### src/rtl/pd_sequencer.sv
// Power-domain sequencer for three domains (M1 depends on M2 and M3).
// Grants one power-up or power-down at a time and only while no domain is in transition.
module pd_sequencer #(
    parameter int unsigned SETTLE_CYCLES  = 4,
    parameter int unsigned ISO_CYCLES     = 2,
    parameter int unsigned TIMEOUT_CYCLES = 64
) (
    input  logic       ck,
    input  logic       arst,
    input  logic [2:0] reqOn,
    input  logic [2:0] pwrGood,
    output logic [2:0] pwrEn,
    output logic       isolateM1,
    output logic       isolateM2,
    output logic       isolateM3,
    output logic [2:0] domOn,
    output logic       busy,
    output logic [2:0] err
);

    localparam int unsigned CNT_W = 10;
    localparam int unsigned N_DOM = 3;

    localparam logic [2:0] ST_OFF    = 3'd0;
    localparam logic [2:0] ST_PWRUP  = 3'd1;
    localparam logic [2:0] ST_SETTLE = 3'd2;
    localparam logic [2:0] ST_ON     = 3'd3;
    localparam logic [2:0] ST_ISO    = 3'd4;
    localparam logic [2:0] ST_PWRDN  = 3'd5;

    localparam logic [CNT_W-1:0] SETTLE_LAST  = CNT_W'(SETTLE_CYCLES - 1);
    localparam logic [CNT_W-1:0] ISO_LAST     = CNT_W'(ISO_CYCLES - 1);
    localparam logic [CNT_W-1:0] TIMEOUT_LAST = CNT_W'(TIMEOUT_CYCLES - 1);

    logic [N_DOM-1:0][2:0]       state_q, state_d;
    logic [N_DOM-1:0][CNT_W-1:0] cnt_q, cnt_d;
    logic [N_DOM-1:0]            err_q, err_d;
    logic [N_DOM-1:0]            pwr_en_q, pwr_en_d;
    logic [N_DOM-1:0]            iso_q, iso_d;
    logic [N_DOM-1:0]            dom_on_q, dom_on_d;
    logic                        busy_q, busy_d;

    logic [N_DOM-1:0] target;
    logic [N_DOM-1:0] down_ok, up_ok;
    logic [N_DOM-1:0] grant_dn, grant_up;

    // Grant arbitration: downs (M1, M2, M3) beat ups (M2, M3, M1)
    always_comb begin
        target   = {reqOn[2], reqOn[1], &reqOn};
        down_ok  = '0;
        up_ok    = '0;
        grant_dn = '0;
        grant_up = '0;
        for (int i = 0; i < 3; i++) begin
            down_ok[i] = (state_q[i] == ST_ON) && !target[i];
            up_ok[i]   = (state_q[i] == ST_OFF) && target[i] && !err_q[i];
        end
        down_ok[1] = down_ok[1] && (state_q[0] == ST_OFF);
        down_ok[2] = down_ok[2] && (state_q[0] == ST_OFF);
        up_ok[0]   = up_ok[0] && (state_q[1] == ST_ON) && (state_q[2] == ST_ON);
        if (!busy_q) begin
            if (down_ok[0])      grant_dn = 3'b001;
            else if (down_ok[1]) grant_dn = 3'b010;
            else if (down_ok[2]) grant_dn = 3'b100;
            else if (up_ok[1])   grant_up = 3'b010;
            else if (up_ok[2])   grant_up = 3'b100;
            else if (up_ok[0])   grant_up = 3'b001;
        end
    end

    // Per-domain next state, counters and registered output decode
    always_comb begin
        state_d  = state_q;
        cnt_d    = cnt_q;
        err_d    = err_q;
        pwr_en_d = '0;
        iso_d    = '1;
        dom_on_d = '0;
        busy_d   = 1'b0;
        for (int i = 0; i < 3; i++) begin
            case (state_q[i])
                ST_OFF: begin
                    if (grant_up[i]) begin
                        state_d[i] = ST_PWRUP;
                        cnt_d[i]   = '0;
                    end
                end
                ST_PWRUP: begin
                    if (pwrGood[i]) begin
                        state_d[i] = ST_SETTLE;
                        cnt_d[i]   = '0;
                    end else if (cnt_q[i] == TIMEOUT_LAST) begin
                        state_d[i] = ST_OFF;
                        cnt_d[i]   = '0;
                        err_d[i]   = 1'b1;
                    end else begin
                        cnt_d[i] = cnt_q[i] + CNT_W'(1);
                    end
                end
                ST_SETTLE: begin
                    if (cnt_q[i] == SETTLE_LAST) begin
                        state_d[i] = ST_ON;
                        cnt_d[i]   = '0;
                    end else begin
                        cnt_d[i] = cnt_q[i] + CNT_W'(1);
                    end
                end
                ST_ON: begin
                    if (grant_dn[i]) begin
                        state_d[i] = ST_ISO;
                        cnt_d[i]   = '0;
                    end
                end
                ST_ISO: begin
                    if (cnt_q[i] == ISO_LAST) begin
                        state_d[i] = ST_PWRDN;
                        cnt_d[i]   = '0;
                    end else begin
                        cnt_d[i] = cnt_q[i] + CNT_W'(1);
                    end
                end
                ST_PWRDN: begin
                    if (!pwrGood[i]) begin
                        state_d[i] = ST_OFF;
                        cnt_d[i]   = '0;
                    end else if (cnt_q[i] == TIMEOUT_LAST) begin
                        state_d[i] = ST_OFF;
                        cnt_d[i]   = '0;
                        err_d[i]   = 1'b1;
                    end else begin
                        cnt_d[i] = cnt_q[i] + CNT_W'(1);
                    end
                end
                default: begin
                    state_d[i] = ST_OFF;
                    cnt_d[i]   = '0;
                end
            endcase
            pwr_en_d[i] = (state_d[i] == ST_PWRUP) || (state_d[i] == ST_SETTLE) ||
                          (state_d[i] == ST_ON)    || (state_d[i] == ST_ISO);
            iso_d[i]    = (state_d[i] != ST_ON);
            dom_on_d[i] = (state_d[i] == ST_ON);
            if ((state_d[i] != ST_OFF) && (state_d[i] != ST_ON)) busy_d = 1'b1;
        end
    end

    always_ff @(posedge ck) begin
        if (arst) begin
            state_q  <= {N_DOM{ST_OFF}};
            cnt_q    <= '0;
            err_q    <= '0;
            pwr_en_q <= '0;
            iso_q    <= '1;
            dom_on_q <= '0;
            busy_q   <= 1'b0;
        end else begin
            state_q  <= state_d;
            cnt_q    <= cnt_d;
            err_q    <= err_d;
            pwr_en_q <= pwr_en_d;
            iso_q    <= iso_d;
            dom_on_q <= dom_on_d;
            busy_q   <= busy_d;
        end
    end

    assign pwrEn     = pwr_en_q;
    assign isolateM1 = iso_q[0];
    assign isolateM2 = iso_q[1];
    assign isolateM3 = iso_q[2];
    assign domOn     = dom_on_q;
    assign busy      = busy_q;
    assign err       = err_q;

endmodule

### config.mk
export PLATFORM = sky130hd
export DESIGN_NAME = pd_sequencer
export DESIGN_NICKNAME = d
export VERILOG_FILES = /design/src/rtl/pd_sequencer.sv
export SDC_FILE = /design/constraint.sdc
export NUM_CORES = 1
export LEC_CHECK = 0
export BUFFER_PORTS_ARGS = -buffer_cell sky130_fd_sc_hd__buf_2
export CORE_MARGIN = 4
export CORE_UTILIZATION = 45
export CTS_CLUSTER_SIZE = 12
export DETAILED_ROUTE_END_ITERATION = 10
export PLACE_DENSITY = 0.66
export SYNTH_ARGS = -nofsm -noshare
export SYNTH_HDL_FRONTEND = slang
export SYNTH_SLANG_ARGS = --single-unit
### constraint.sdc
create_clock -name ck -period 2.05 [get_ports ck]
set_clock_uncertainty 0.2 [all_clocks]
set_input_delay 0.1025 -clock ck [delete_from_list [all_inputs] [get_ports ck]]
set_output_delay 0.1025 -clock ck [all_outputs]
set_load 0.01 [all_outputs]
# Word-level counts from Yosys, hierarchy flattened
# Index checks and enable logic that the tools add are counted.
# totals
wordCells,188
register_bits,52
in_bits,8
out_inout_bits,13
# op_classes
reduce_logical,47
add_sub_neg,3
n_mux,74
eq_ne,51
# op_table
op,n
10-bit two-way mux,21
10-bit one-hot mux with 6 select lines,3
3-bit two-way mux,31
3-bit one-hot mux with 6 select lines,3
"3-bit by 2-bit equality test with 1-bit output, second input constant",12
"10-bit by 1-bit adder with 10-bit output, second input constant",3
"10-bit by 1-bit equality test with 1-bit output, second input constant",3
"10-bit by 2-bit equality test with 1-bit output, second input constant",3
"10-bit by 6-bit equality test with 1-bit output, second input constant",3
"3-bit equality test, second input constant",9
"2-bit != test, second input constant",12
"3-bit by 1-bit equality test with 1-bit output, second input constant",6
1-bit logical AND,16
1-bit two-way mux,13
3-bit AND reduction,4
3-bit logical NOT,3
1-bit logical OR,9
"3-bit by 2-bit != test with 1-bit output, second input constant",3
3-bit nonzero test,3
1-bit logical NOT,6
1-bit one-hot mux with 2 select lines,3
2-bit AND reduction,3
2-bit nonzero test,3

# Logic depth before layout (Yosys ltp)
# logic_depth
ltp_word,19
mapped_depth,8
mapped_depth_nobuf,8

# Least setup slack after synthesis
# Ideal clock, no wire load.
# synth_timing
path_type,register -> register
startpoint,register cnt_q[10] (netlist bit)
endpoint,register cnt_q[16] (netlist bit)
period_less_slack_ps,2214
slack_ps,-164
stages_incl_launch_ff,9
n_path_buf,1
t_required_ps,1771
t_arrival_ps,1935
setup_ps,79
path_cell_list,dfxtp_1 > ha_1 > and3_1 > and4_1 > or2_2 > a21oi_1 > buf_2 > nand2_1 > o211ai_1
# synth_via
elab_chain_len,4
elab_cells_between_ends,10
classes_between,1 x add/sub; 3 x eq/ne; 6 x mux
# synth_lines
element,line_no,source
start: declaration,36,"logic [N_DOM-1:0][CNT_W-1:0] cnt_q, cnt_d;"
start signal: assignment,158,cnt_q <= cnt_d;
10-bit by 1-bit adder with 10-bit output or 10-bit by 6-bit equality test with 1-bit output (tied branches),n/a,
10-bit two-way mux,"92, 126",
"10-bit two-way mux, on equally long branches","123, 89",
10-bit one-hot mux with 6 select lines (*),81,case (state_q[i])
# Every way passes the cells marked *; elsewhere a longest branch is shown, timed or not.
# A chain may end at the register's enable or synchronous reset.

# Worst setup path in the final report
# layout_timing
startpoint,register cnt_q[9] (netlist bit)
endpoint,register busy_q (netlist: busy)
# layout_via
elab_chain_len,9
elab_cells_between_ends,15
classes_between,4 x eq/ne; 9 x mux; 2 x reduce/logical
# layout_lines
element,line_no,source
10-bit by 6-bit equality test with 1-bit output,"92, 126",
3-bit two-way mux,"92, 126",
"3-bit two-way mux, on equally long branches","123, 89",
3-bit one-hot mux with 6 select lines (*),81,
3-bit by 2-bit != test with 1-bit output or 3-bit nonzero test (tied branches),143,if ((state_d[i] != ST_OFF) && (state_d[i] != ST_ON)) busy_d = 1'b1;
1-bit logical AND (*),143,
1-bit two-way mux (*) (3 in a row),143,
end signal: assignment,163,busy_q <= busy_d;
end: declaration,41,"logic busy_q, busy_d;"
# Marked as above.

==> impl_metrics.yaml <==
logic_synthesis:
  synth_seq_area_share_pct: 36.4
  synth_simple_gate_area_share_pct: 30.0
  postSynthCellCount: 347
  synth_largest_area_cell: "dfxtp_1"
  synthMuxAreaShare_pct: 0
  syn-num-nets: 361
  yosys_most_used_dff: "dfxtp_1"
  synth_cell_type_count: 58
  yosys_register_bits: 52
  yosys.area_share.xor_xnor_pct: 7.05
  synth_area_per_cell_sq_um: 8.24
  dominant_combinational_cell_family_by_area_after_synthesis: "simple AND/OR/NAND/NOR gates"
  compound_gate_portion_of_the_synthesized_area_pct: 19.8
  syn-cell-area_sq_um: 2860
  yosys.area_share.adder_pct: 2.63
  ys_top_cells_by_area: "dfxtp_1 36%, nor2_1 6.7%, xor2_1 5.2%, nand3_1 3.7%, nand2_1 3.5%"
  async_reset_ff_share_pct: 0
  synth-edff-count: 0
  synth_top_area_share_pct: 36.4
  yosys_warnings: 0
sta:
  setup_viol_count_final: 21
  grt_setup_unrepaired: "yes"
  worst_slack_ns: -0.198
  fin_crit_sh_pct: 110
  worst_slew_margin_relative_to_its_limit_pct: 64.6
  tightestPinTransition_ns: 0.530
  finalHoldViolations: 0
  max_clock_freq_mhz: 445
  fin_hold_ws_ns: 0.0282
  fin_crit_ns: 2.25
  report.final.slew_viol_count: 0
grt:
  grt_first_pass_wirelength_mm: 12.9
  globalRouteTotalUtil_pct: 20.6
  grt_pass1_vias: 2858
  grt_overflow: 0
  grt_start_max_net_pins: 23
  antenna_found_initial: 0
clock_tree:
  clock_tree.root_cell: "clkbuf_8"
  clock_sink_count: 52
  cts-root-to-sink-buffers: 2
  tritoncts: "built"
  clk_pin_slew_worst_paths_ns: 0.09
  worst_skew_pair.late_latency_ns: 0.31
  ctsHtreeMaxLevel: 2
  tritoncts.num_buffers: 5
detailed_routing:
  vias_per_cell: 5.60
  route.antenna.remaining_nets: 0
  dr_total_vias: 2990
  routed_wire_length_mm: 8.23
  detailedRoute.firstIterationViolations: 123
  wl_per_cell_um: 15.4
  remaining_drc_errors: 0
  detailedRoute.firstPassIterationCount: 4
floorplanning:
  start_util_pct: 47.4
  rows: 28
  floorplan.die_area_sq_um: 7690
  num_io_pins: 21
  design.core.area_sq_um: 6030
  fp.dieW_um: 87.7
  dieHeight_um: 87.7
worst_setup_path:
  critical_path.max_fanout: 5
  critPathLaunchType: "register"
  req_time_crit_path_ns: 2.08
  crit_type: "register to register"
  critPathArrivalTime_ns: 2.28
  endpoint_kind: "register"
pwr:
  post-layout-total-power_mw: 2.59
  pwr_density_cell_nw_per_um2: 614
  cellLeakagePower_nw: 1.74
  power.ir.vdd_worst_mv: 0.437
run_status:
  violations: "setup timing"
  status: "finished, violations left"
finish:
  p_r_area_growth_vs_syn_pct: 47.5
  layout.nets: 472
  drive_gt1_share_pct: 41.6
  post_layout_nonfiller_instances: 534
  diodes: 0
worst_hold_path:
  hp-class: "input port to register"
place:
  hpwlAfterDp_mm: 5.35
  place.detailed.instances: 508
  port-buffer-count: 20
  globalplace.congestion: 0.825
job:
  timing.max_cap.violations: 0
## logic make-up after synthesis
group / after synthesis
buffers and inverters: 29
AOI/OAI and AO/OA: 74
adders and majority gates: 6
xor gates and xnor gates: 23
and+or+nand+nor: 163
DFF: 52
## path summary, 6_finish.rpt
kind / startpoint / end / slack [ns] / cells after the start
worst max register to register: cnt_q[9] / busy / -0.20 / 6
worst max-delay path: cnt_q[9] / busy / -0.20 / 6
worst min register to register: err[1] / err[1] / 0.31 / 2
worst min-delay path: pwrGood[1] / err[1] / 0.03 / 4
## worst max-delay path: stages (launching register included)
cell and delay (ns):
dfxtp_1 0.32, or4_4 0.57, or3_4 0.40, o311ai_4 0.25, nor3_2 0.08, a211o_1 0.27
o311ai_2 0.08
## synthesized netlist by cell type (3+ instances only)
| library cell | number |
|---|---|
| o211ai_1 | 4 |
| and3b_1 | 3 |
| nand4_1 | 5 |
| o21ai_0 | 6 |
| a21oi_1 | 10 |
| xor2_1 | 17 |
| nor2_1 | 51 |
| nand2_1 | 27 |
| nand2b_1 | 3 |
| inv_1 | 16 |
| buf_2 | 5 |
| o21ai_1 | 3 |
| o31ai_1 | 4 |
| dfxtp_1 | 52 |
| clkbuf_1 | 8 |
| nor4_1 | 3 |
| a22o_1 | 4 |
| nor3_1 | 9 |
| a31oi_1 | 6 |
| xnor2_1 | 6 |
| nand3b_1 | 4 |
| ha_1 | 6 |
| and3_1 | 11 |
| nor4bb_1 | 3 |
| nand3_1 | 21 |
| a31o_2 | 3 |
| a21o_1 | 3 |
| a22oi_1 | 3 |
| nor2b_1 | 7 |
| a2bb2oi_1 | 4 |
| a211oi_1 | 6 |
## layout make-up
type                    instances  area [sq um]
clock inverters                 1          7.51
multi-input cells             268          2050
inverters                      16          60.1
flip-flops and latches         52          1060
repair buffers                115           858
well taps                      75          93.8
clock buffers                   7          86.3
fillers                       456          1810
## flip-flops by register name (all words and copies together) (netlist names)
register,flops
busy,1
cnt_q,30
domOn,3
err,3
iso_q,3
pwrEn,3
state_q,9
## where the power goes
part	switching, mW	internal, mW	leakage [nW]
logic	0.443	0.449	1.27
clock network	0.342	0.275	0.0445
registers	0.0271	1.05	0.425
## what timing repair did
item / CTS / global route
cloned: 0 / 4
hold buffers: 0 / 0
buffers inserted: 3 / 12
pin swaps: 7 / 24
setup endpoints to repair: 37 / 40
gates resized for setup: 26 / 51
## per-layer routing
metal	up-vias	global-route usage [%]	share of wire [%]
met1	1428	25.2	43
met3	18	3.29	3.2
met5	-	0	0
met4	0	7.39	2.3
met2	61	36.3	52
li1	1483	-	-
## cell usage in the layout, fill, tap and decap left out, types with 3 or more instances in the layout
cell type | netlist | layout
buf_4 | 0 | 89
nor2_1 | 51 | 49
dfxtp_1 | 52 | 43
nand2_1 | 27 | 26
buf_2 | 5 | 20
nand3_1 | 21 | 18
xor2_1 | 17 | 17
inv_1 | 16 | 16
a21oi_1 | 10 | 9
and3_1 | 11 | 8
dfxtp_2 | 0 | 7
clkbuf_8 | 0 | 6
nor3_1 | 9 | 5
nor2b_1 | 7 | 5
nand4_1 | 5 | 5
xnor2_1 | 6 | 5
a211oi_1 | 6 | 5
o21ai_1 | 3 | 5
nor3_2 | 1 | 4
nand3b_1 | 4 | 4
a31oi_1 | 6 | 4
a22o_1 | 4 | 4
o211ai_1 | 4 | 4
ha_1 | 6 | 4
buf_6 | 0 | 4
nor4_2 | 2 | 3
and3_4 | 0 | 3
a31o_4 | 0 | 3
nand3_2 | 0 | 3
o21ai_0 | 6 | 3
a21o_1 | 3 | 3
nand2b_1 | 3 | 3
## through the flow
step / setup TNS (ns) / setup slack, ns / util, % / instance area, sq um
after floorplan: -0.270 / -0.107 / - / 2880
after global placement: -1.35 / -0.154 / 60.1 / 3620
after detailed placement: -2.35 / -0.194 / 60.1 / 3620
after CTS: -1.02 / -0.203 / 64.3 / 3880
after global routing: -3.72 / -0.256 / 70.0 / 4220
final: -1.03 / -0.198 / 70.0 / 4220
Note: power is estimated with default switching activity, not from simulation.
